$ cat src/rtl/des_round_ctrl.sv
// DES round sequencer: IP handshake, Feistel round stepping with key-schedule
// rotate control, FP handshake, result hold, and timeout abort.
//
// Ports:
//   clk, rst_n          clock, async active-low reset
//   in_valid/in_ready   block accept handshake; mode latched on accept
//   ip_start/ip_done    initial-permutation launch pulse / completion pulse
//   round_en/round_idx  one round per cycle, index 1..ROUNDS (0 idle)
//   key_shift/key_dir   key-schedule rotate amount / direction
//   fp_start/fp_ready   final-permutation level start / completion
//   out_valid/out_ready result hold handshake
//   busy, err           not idle / one-cycle timeout pulse
module des_round_ctrl #(
  parameter int ROUNDS  = 16,
  parameter int TIMEOUT = 8
) (
  input  logic       clk,
  input  logic       rst_n,
  input  logic       in_valid,
  output logic       in_ready,
  input  logic       mode,
  output logic       ip_start,
  input  logic       ip_done,
  output logic       round_en,
  output logic [3:0] round_idx,
  output logic [1:0] key_shift,
  output logic       key_dir,
  output logic       fp_start,
  input  logic       fp_ready,
  output logic       out_valid,
  input  logic       out_ready,
  output logic       busy,
  output logic       err
);

  localparam int RW = $clog2(ROUNDS + 1);
  localparam int TW = $clog2(TIMEOUT + 1);

  localparam logic [2:0] S_IDLE = 3'd0;
  localparam logic [2:0] S_IP   = 3'd1;
  localparam logic [2:0] S_RND  = 3'd2;
  localparam logic [2:0] S_FP   = 3'd3;
  localparam logic [2:0] S_DONE = 3'd4;

  logic [2:0]    state;
  logic [2:0]    state_nx;
  logic [RW-1:0] rnd;
  logic [RW-1:0] rnd_nx;
  logic [TW-1:0] tcnt;
  logic [TW-1:0] tcnt_nx;
  logic          dec;
  logic          dec_nx;
  logic          err_q;
  logic          err_nx;

  logic st_idle;
  logic st_ip;
  logic st_rnd;
  logic st_fp;
  logic st_done;
  logic tmo;
  logic last_rnd;

  assign st_idle  = (state == S_IDLE);
  assign st_ip    = (state == S_IP);
  assign st_rnd   = (state == S_RND);
  assign st_fp    = (state == S_FP);
  assign st_done  = (state == S_DONE);

  // Expiry is checked in the last allowed wait cycle so that a
  // completion arriving in that same cycle still takes priority.
  assign tmo      = (tcnt == TW'(TIMEOUT - 1));
  assign last_rnd = (int'(rnd) == ROUNDS);

  always_comb begin
    state_nx = state;
    rnd_nx   = rnd;
    tcnt_nx  = tcnt;
    dec_nx   = dec;
    err_nx   = 1'b0;
    unique case (1'b1)
      st_idle: begin
        if (in_valid) begin
          state_nx = S_IP;
          tcnt_nx  = '0;
          dec_nx   = mode;
        end
      end
      st_ip: begin
        if (ip_done) begin
          state_nx = S_RND;
          rnd_nx   = RW'(1);
        end else if (tmo) begin
          state_nx = S_IDLE;
          tcnt_nx  = '0;
          err_nx   = 1'b1;
        end else begin
          tcnt_nx  = tcnt + TW'(1);
        end
      end
      st_rnd: begin
        if (last_rnd) begin
          state_nx = S_FP;
          rnd_nx   = '0;
          tcnt_nx  = '0;
        end else begin
          rnd_nx   = rnd + RW'(1);
        end
      end
      st_fp: begin
        if (fp_ready) begin
          state_nx = S_DONE;
          tcnt_nx  = '0;
        end else if (tmo) begin
          state_nx = S_IDLE;
          tcnt_nx  = '0;
          err_nx   = 1'b1;
        end else begin
          tcnt_nx  = tcnt + TW'(1);
        end
      end
      st_done: begin
        if (out_ready) begin
          state_nx = S_IDLE;
        end
      end
      default: begin
        state_nx = S_IDLE;
        rnd_nx   = '0;
        tcnt_nx  = '0;
      end
    endcase
  end

  always_ff @(posedge clk or negedge rst_n) begin
    if (!rst_n) begin
      state <= S_IDLE;
      rnd   <= '0;
      tcnt  <= '0;
      dec   <= 1'b0;
      err_q <= 1'b0;
    end else begin
      state <= state_nx;
      rnd   <= rnd_nx;
      tcnt  <= tcnt_nx;
      dec   <= dec_nx;
      err_q <= err_nx;
    end
  end

  // DES key schedule: single rotate on rounds 1,2,9,16, double elsewhere.
  // Decrypt rotates right and skips the rotate on round 1.
  logic r1;
  logic r2;
  logic r9;
  logic r16;
  logic one_sh;
  logic no_sh;

  assign r1     = (int'(rnd) == 1);
  assign r2     = (int'(rnd) == 2);
  assign r9     = (int'(rnd) == 9);
  assign r16    = (int'(rnd) == 16);
  assign no_sh  = dec && r1;
  assign one_sh = (!dec && r1) || r2 || r9 || r16;

  always_comb begin
    key_shift = 2'd0;
    key_dir   = 1'b0;
    if (st_rnd) begin
      key_dir = dec;
      unique case (1'b1)
        no_sh:   key_shift = 2'd0;
        one_sh:  key_shift = 2'd1;
        default: key_shift = 2'd2;
      endcase
    end
  end

  // The index port is 4 bits wide, so round 16 reads back as 0;
  // round_en distinguishes it from idle.
  assign round_idx = 4'(rnd);
  assign in_ready  = st_idle;
  assign ip_start  = st_ip && (tcnt == '0);
  assign round_en  = st_rnd;
  assign fp_start  = st_fp;
  assign out_valid = st_done;
  assign busy      = !st_idle;
  assign err       = err_q;

endmodule

$ cat config.mk
export PLATFORM = sky130hd
export DESIGN_NAME = des_round_ctrl
export DESIGN_NICKNAME = d
export VERILOG_FILES = /design/src/rtl/des_round_ctrl.sv
export SDC_FILE = /design/constraint.sdc
export NUM_CORES = 1
export LEC_CHECK = 0
export CORE_ASPECT_RATIO = 0.9
export CORE_UTILIZATION = 47
export DETAILED_ROUTE_END_ITERATION = 16
export PLACE_DENSITY = 0.75
export SETUP_SLACK_MARGIN = 0.2
export SLEW_MARGIN = 10
export SYNTH_ARGS = -nofsm -noshare
export SYNTH_HDL_FRONTEND = slang
export SYNTH_SLANG_ARGS = --single-unit
$ cat constraint.sdc
create_clock -name clk -period 2.42 [get_ports clk]
set_input_delay 0.363 -clock clk [delete_from_list [all_inputs] [get_ports clk]]
set_output_delay 0.363 -clock clk [all_outputs]
set_load 0.02 [all_outputs]
* After elaboration in Yosys (flattened, before gate mapping)
Index checks and enable logic that the tools add are counted.
Storage, ports and cells: bits in registers 14, output and inout port bits 14, word-level logic and storage cells 61
Operators by class: add/sub/neg operators 2, equality and inequality tests 14, muxes and demuxes 23, bitwise logic cells 2, reduce and logical (&&, ||, !) cells 15
Operators by type and width (number):
- 4-bit 2-to-1 mux | 5
- 4-bit one-hot mux with 5 select lines | 1
- 3-bit 2-to-1 mux | 6
- 3-bit one-hot mux with 5 select lines | 1
- 5-bit one-hot mux with 3 select lines | 1
- 5-bit equality test (second input constant) | 2
- 5-bit 2-to-1 mux | 2
- 3-bit by 2-bit equality test with 1-bit output (second input constant) | 2
- 2-bit inequality test (second input constant) | 3
- 5-bit by 1-bit adder with 5-bit output (second input constant) | 1
- 5-bit by 2-bit equality test with 1-bit output (second input constant) | 1
- 5-bit by 3-bit equality test with 1-bit output (second input constant) | 1
- 4-bit by 1-bit adder with 4-bit output (second input constant) | 1
- 4-bit by 3-bit equality test with 1-bit output (second input constant) | 1
- 4-bit logical NOT | 1
- 1-bit 2-to-1 mux | 4
- 2-bit by 1-bit inequality test with 1-bit output (second input constant) | 2
- 2-bit one-hot mux with 2 select lines | 1
- 2-bit AND reduction | 2
- 4-bit AND reduction | 1
- 3-bit by 1-bit equality test with 1-bit output (second input constant) | 1
- 3-bit equality test (second input constant) | 1
- 1-bit logical AND | 3
- 3-bit logical NOT | 1
- other kinds (7) | 11

* Depth between registers and ports, before layout
depth in word-level cells 7, depth in mapped cells 6

* Worst setup path before layout
No wires, ideal clock.
path type reg-to-output, from reg rnd[1], to out key_shift[0], arrival time 1.552 ns, required time 2.057 ns, path slack 0.505 ns, stages on the path, launching flop included 7, cells stage by stage dfrtp_1 > inv_1 > ha_1 > inv_1 > a211oi_1 > a21oi_1 > nor4_1
Between the ends: longest elaborated chain between the ends 7, elaborated cells on any way between the ends 11
Ends and longest elaborated chain:
- start: declaration | line 47 | logic [RW-1:0] rnd;
- start signal: assignment | line 144 | rnd <= rnd_nx;
- 5-bit by 2-bit equality test with 1-bit output | line 160 | assign r1 = (int'(rnd) == 1);
- 1-bit logical AND | line 165 | assign one_sh = (!dec && r1) || r2 || r9 || r16;
- 1-bit logical OR (3 in a row) | line 165
- 2-bit one-hot mux with 2 select lines (*) | line 172 | unique case (1'b1)
- 2-bit 2-to-1 mux (*) | line 170 | if (st_rnd) begin
- end: declaration | line 26 | output logic [1:0] key_shift,
Mark *: on every way between the ends. The rest lies on a longest branch, timed or not.

* Worst setup path after layout
from reg state[1], to out busy
Between the ends: longest elaborated chain between the ends 2
Ends and longest elaborated chain:
- start: declaration | line 45 | logic [2:0] state;
- start signal: assignment | line 143 | state <= state_nx;
- 3-bit logical NOT | line 64 | assign st_idle = (state == S_IDLE);
- 1-bit logical NOT | line 188 | assign busy = !st_idle;
- end: declaration | line 32 | output logic busy,
No other way between the ends.

==> summary.md <==
The run finished with clean final reports. The slowest stage of the critical path belongs to the cell sky130_fd_sc_hd__clkdlybuf4s50_1. The cell class contributing the biggest share of worst-path delay is buffers and inverters. In the final routed layout, each cell accounts on average for 13.47 um. The area growth from synthesis to layout is 23.20%, and the number of hold violations in the final report is 0.

Cell area power density: 1184 nW/um2. After floorplanning, the core was divided into 15 placement rows. The tools report the cell at the root of the clock tree as sky130_fd_sc_hd__clkbuf_4. The time the final worst path needs with I/O delays and setup came out at 2.132 ns. Walking the worst path, the cells encountered are buf_4 > or3_4 > clkdlybuf4s50_1. The count of pins over their slew limit was 0.

The run gives 0 as the number of diodes added for antenna fixing. Including well taps, the total number of placed cells is 149. The number of hold buffers added after cts is 0. The initial antenna violation count is 0. The height of the die is 45.23 um, and the clock tree buffer depth is 2.

The number of top-level design ports was 21; the sum of routed wire length over all layers was 2047 um. Arrival time at the worst endpoint: 1.77 ns. For the worst setup path, the data required time is 2.06 ns. The total chip power is 1.423 mW, and the synthesized netlist cell count is 107.

For the final cell count without fillers, the log shows 152. For the total track usage, the log shows 0.2069. The kind of launch point of the worst setup path is a flip-flop.

Share of the synthesized area in the top cell type: 0.3590. The die area was 2263 um2; the synthesis-stage register bit count was 14. Counting cells, the worst reg-to-reg path comes to 7. TritonCTS sink count: 14. The first global-routing pass estimated 3387 um of wire.

The min-delay analysis places its worst path in the category primary input to asynchronous set/reset pin. For this run, design rule violations remaining after detail routing come to 0. TritonCTS built the clock tree.

The critical path contains buffers and inverters numbering 2 combined. The tools report the worst clock skew on the final layout as 0.0006266 ns. The logs give 0 for the number of nets still failing antenna checks after routing and 1 for the maximum level of the CTS H-tree. The start of the worst register-to-register path was rnd[1].

The largest voltage drop on the vdd net is 0.7097 mV, and the share of the clock period used by the worst path after layout is 0.8811. The floorplan step defined a core boundary enclosing 1933 um2. The tools report the pin count of the biggest net entering global routing as 15.

The tools report the destination of the worst register-to-register timing path as tcnt[3]. The total negative slack came out at 0 ns. The biggest fanout along the worst timing path works out to 8. The critical path in this run is classified as flip-flop to output port.

The multi-input combinational cells in the finished layout cover a total of 531.8 um2. At the pin with the least slew margin, the transition time is 0.6365 ns. Setup violations remaining at the end of the flow were counted as 0. The final net count is 142. The worst-case register-to-register setup slack was 0.75 ns. The number of different library cells used by synthesis comes to 37. When the netlist entered floorplanning its net count stood at 120.

The worst setup path is captured at an output port. After clock tree synthesis, the clock-pin slew on the worst setup and hold paths is 0.08 ns. The count of buffers added on input and output ports is 20. With fillers left out, the area of the finished cells amounts to 1202 um2.

After synthesis, the largest family of logic cells by area is simple AND/OR/NAND/NOR gates. After filler insertion, the fill cell instance count of the layout stands at 176. The congestion estimate from routability-driven global placement came to 0.8101. The die is 50.04 um wide. The tools report the max-slew headroom at the worst pin as 0.5743.

The arithmetic-cell share of the synthesized area counting full adders, half adders and majority gates is 0.07692, and the detailed-placement wirelength estimate is 1534 um. The number of global-route vias before repair is 764. The top cell type by total area after synthesis was sky130_fd_sc_hd__dfrtp_1. The leakage power of the design is 0.5846 nW. The logs give 0 for the total overflow reported by the global router and 0 for the warning count from the yosys run. Post-synthesis xor/xnor area fraction: 0.008974. Number of optimization iterations in the first detailed-route pass: 4. Setup repair after global routing left no endpoint under its margin.

The multiplexer fraction of the synthesized cell area came out at 0.04744. The number of maximum-capacitance constraint violations is 0. Derived from the worst setup path, the maximum achievable clock frequency is 469.0 MHz. The part of the Yosys area used for sequential elements was 0.3590; the mean number of vias per cell was 5.474. After the first detailed-routing iteration, the DRC count stood at 25.

The placed cell area is 1180 um2, and the count of vias placed by the detailed router is 832. The sequential cells in the finished layout cover a total of 351.6 um2. The average instance area after synthesis was 9.121 um2. In this run the cell area of the synthesized design comes to 975.9 um2. Sorting the synthesized cells by area gives the leading types as sky130_fd_sc_hd__dfrtp_1 36%, sky130_fd_sc_hd__ha_1 7.7%, sky130_fd_sc_hd__buf_4 3.8%.

The run gives 0.5049 as the starting density of the core. The later pin in the worst-skew pair is clocked with a latency of 0.28 ns. On the worst path, the slowest cell contributes a delay of 0.55 ns.

The post-synthesis compound-gate area fraction was 0.1590. The share of final-layout standard cells stronger than drive strength 1 was 0.1575; the total CTS buffers was 3. Basic-gate share of the synthesized area counting and, or, nand and nor cells: 0.2474.
[cell usage in the layout (no fill, tap or decap), drive strengths merged, types with 4 or more instances in the layout]
cell | synthesis | layout
a21oi | 4 | 4
buf | 8 | 5
clkbuf | 0 | 5
clkdlybuf4s50 | 0 | 12
dfrtp | 14 | 14
ha | 6 | 6
inv | 9 | 9
nand2 | 8 | 8
nand2b | 5 | 5
nand3 | 7 | 7
nor2 | 7 | 7
nor3 | 4 | 4
o21ai | 7 | 7
o31ai | 4 | 4
[kinds of logic (layout without fill, tap and decap cells)]
logic type,after synthesis,count (layout)
multiplexers,4,4
XOR/XNOR,1,1
flip-flops,14,14
buffers and inverters,17,37
adder cells (fa/ha/maj),6,6
AO/OA/AOI/OAI,23,23
AND/OR/NAND/NOR,42,42
[cell usage after synthesis]
library cell,instances
sky130_fd_sc_hd__mux2_4,1
sky130_fd_sc_hd__a32o_1,2
sky130_fd_sc_hd__inv_1,8
sky130_fd_sc_hd__and3b_1,1
sky130_fd_sc_hd__and4bb_2,1
sky130_fd_sc_hd__nand2_1,7
sky130_fd_sc_hd__nor3_1,3
sky130_fd_sc_hd__nor3_4,1
sky130_fd_sc_hd__mux2_2,1
sky130_fd_sc_hd__a22o_1,1
sky130_fd_sc_hd__nand2b_1,5
sky130_fd_sc_hd__o21ai_1,1
sky130_fd_sc_hd__buf_4,5
sky130_fd_sc_hd__nor2_1,7
sky130_fd_sc_hd__o41ai_1,1
sky130_fd_sc_hd__a211oi_1,1
sky130_fd_sc_hd__and2_1,3
sky130_fd_sc_hd__inv_2,1
sky130_fd_sc_hd__dfrtp_1,14
sky130_fd_sc_hd__a22oi_1,1
sky130_fd_sc_hd__o21ai_0,6
sky130_fd_sc_hd__nand3b_1,1
sky130_fd_sc_hd__nor4_1,2
sky130_fd_sc_hd__buf_2,1
sky130_fd_sc_hd__o31a_1,1
sky130_fd_sc_hd__xnor2_1,1
sky130_fd_sc_hd__nor2b_1,1
sky130_fd_sc_hd__or3_4,1
sky130_fd_sc_hd__nor3b_1,1
sky130_fd_sc_hd__o31ai_1,4
sky130_fd_sc_hd__o2bb2ai_1,1
sky130_fd_sc_hd__nand3_1,7
sky130_fd_sc_hd__a21oi_1,4
sky130_fd_sc_hd__ha_1,6
sky130_fd_sc_hd__buf_6,2
sky130_fd_sc_hd__nand2_2,1
sky130_fd_sc_hd__mux2i_1,2
[routing by layer]
layer,part of all wire,vias to the layer above,track usage
li1,-,415,-
met1,0.46,390,0.2700
met2,0.47,25,0.3387
met3,0.061,2,0.06061
met4,0.0064,0,0.05143
met5,0,-,0
[what timing repair did]
item                                    in CTS  in global routing
setup buffers                                0                  0
gates resized for setup                      8                  8
endpoints found under the setup margin       6                  5
endpoints found under the hold margin        0                  0
[registers in the layout (all words and copies together) (netlist names)]
register / count
err: 1
tcnt: 4
dec: 1
state: 3
rnd: 5
[power by group]
part | internal, mW | switching, mW
sequential | 0.311 | 0.0959
clock | 0.0578 | 0.0747
combinational | 0.398 | 0.486
total | 0.767 | 0.656
[area by class of cell]
class,count,share of cell area
Multi-Input combinational cell,76,0.4422
Timing Repair Buffer,25,0.1925
Clock buffer,3,0.01873
Inverter,9,0.02810
Sequential cell,14,0.2924
Tap cell,25,0.02601
[worst max path at each step]
stage | cells past startpoint | from | to | slack, ns
2_1_floorplan | 6 | rnd[1] | key_shift[0] | 0.51
3_3_place_gp | 6 | rnd[1] | key_shift[1] | 0.24
3_5_place_dp | 6 | rnd[1] | key_shift[1] | 0.21
4_1_cts | 6 | rnd[0] | key_shift[1] | 0.21
5_1_grt | 7 | rnd[1] | key_shift[0] | 0.22
6_report | 3 | state[1] | busy | 0.29
[metrics by stage]
step | hold WS [ns] | utilization | setup slack [ns]
floorplan | 0.06741 | - | 0.5051
global placement | 0.5095 | 0.6104 | 0.2423
detailed placement | 0.5042 | 0.6104 | 0.2126
CTS | 0.4991 | 0.6220 | 0.2076
global route | 0.5388 | 0.6220 | 0.2180
finish | 0.4709 | 0.6220 | 0.2878
No activity file was read; power rests on OpenSTA's default activity.
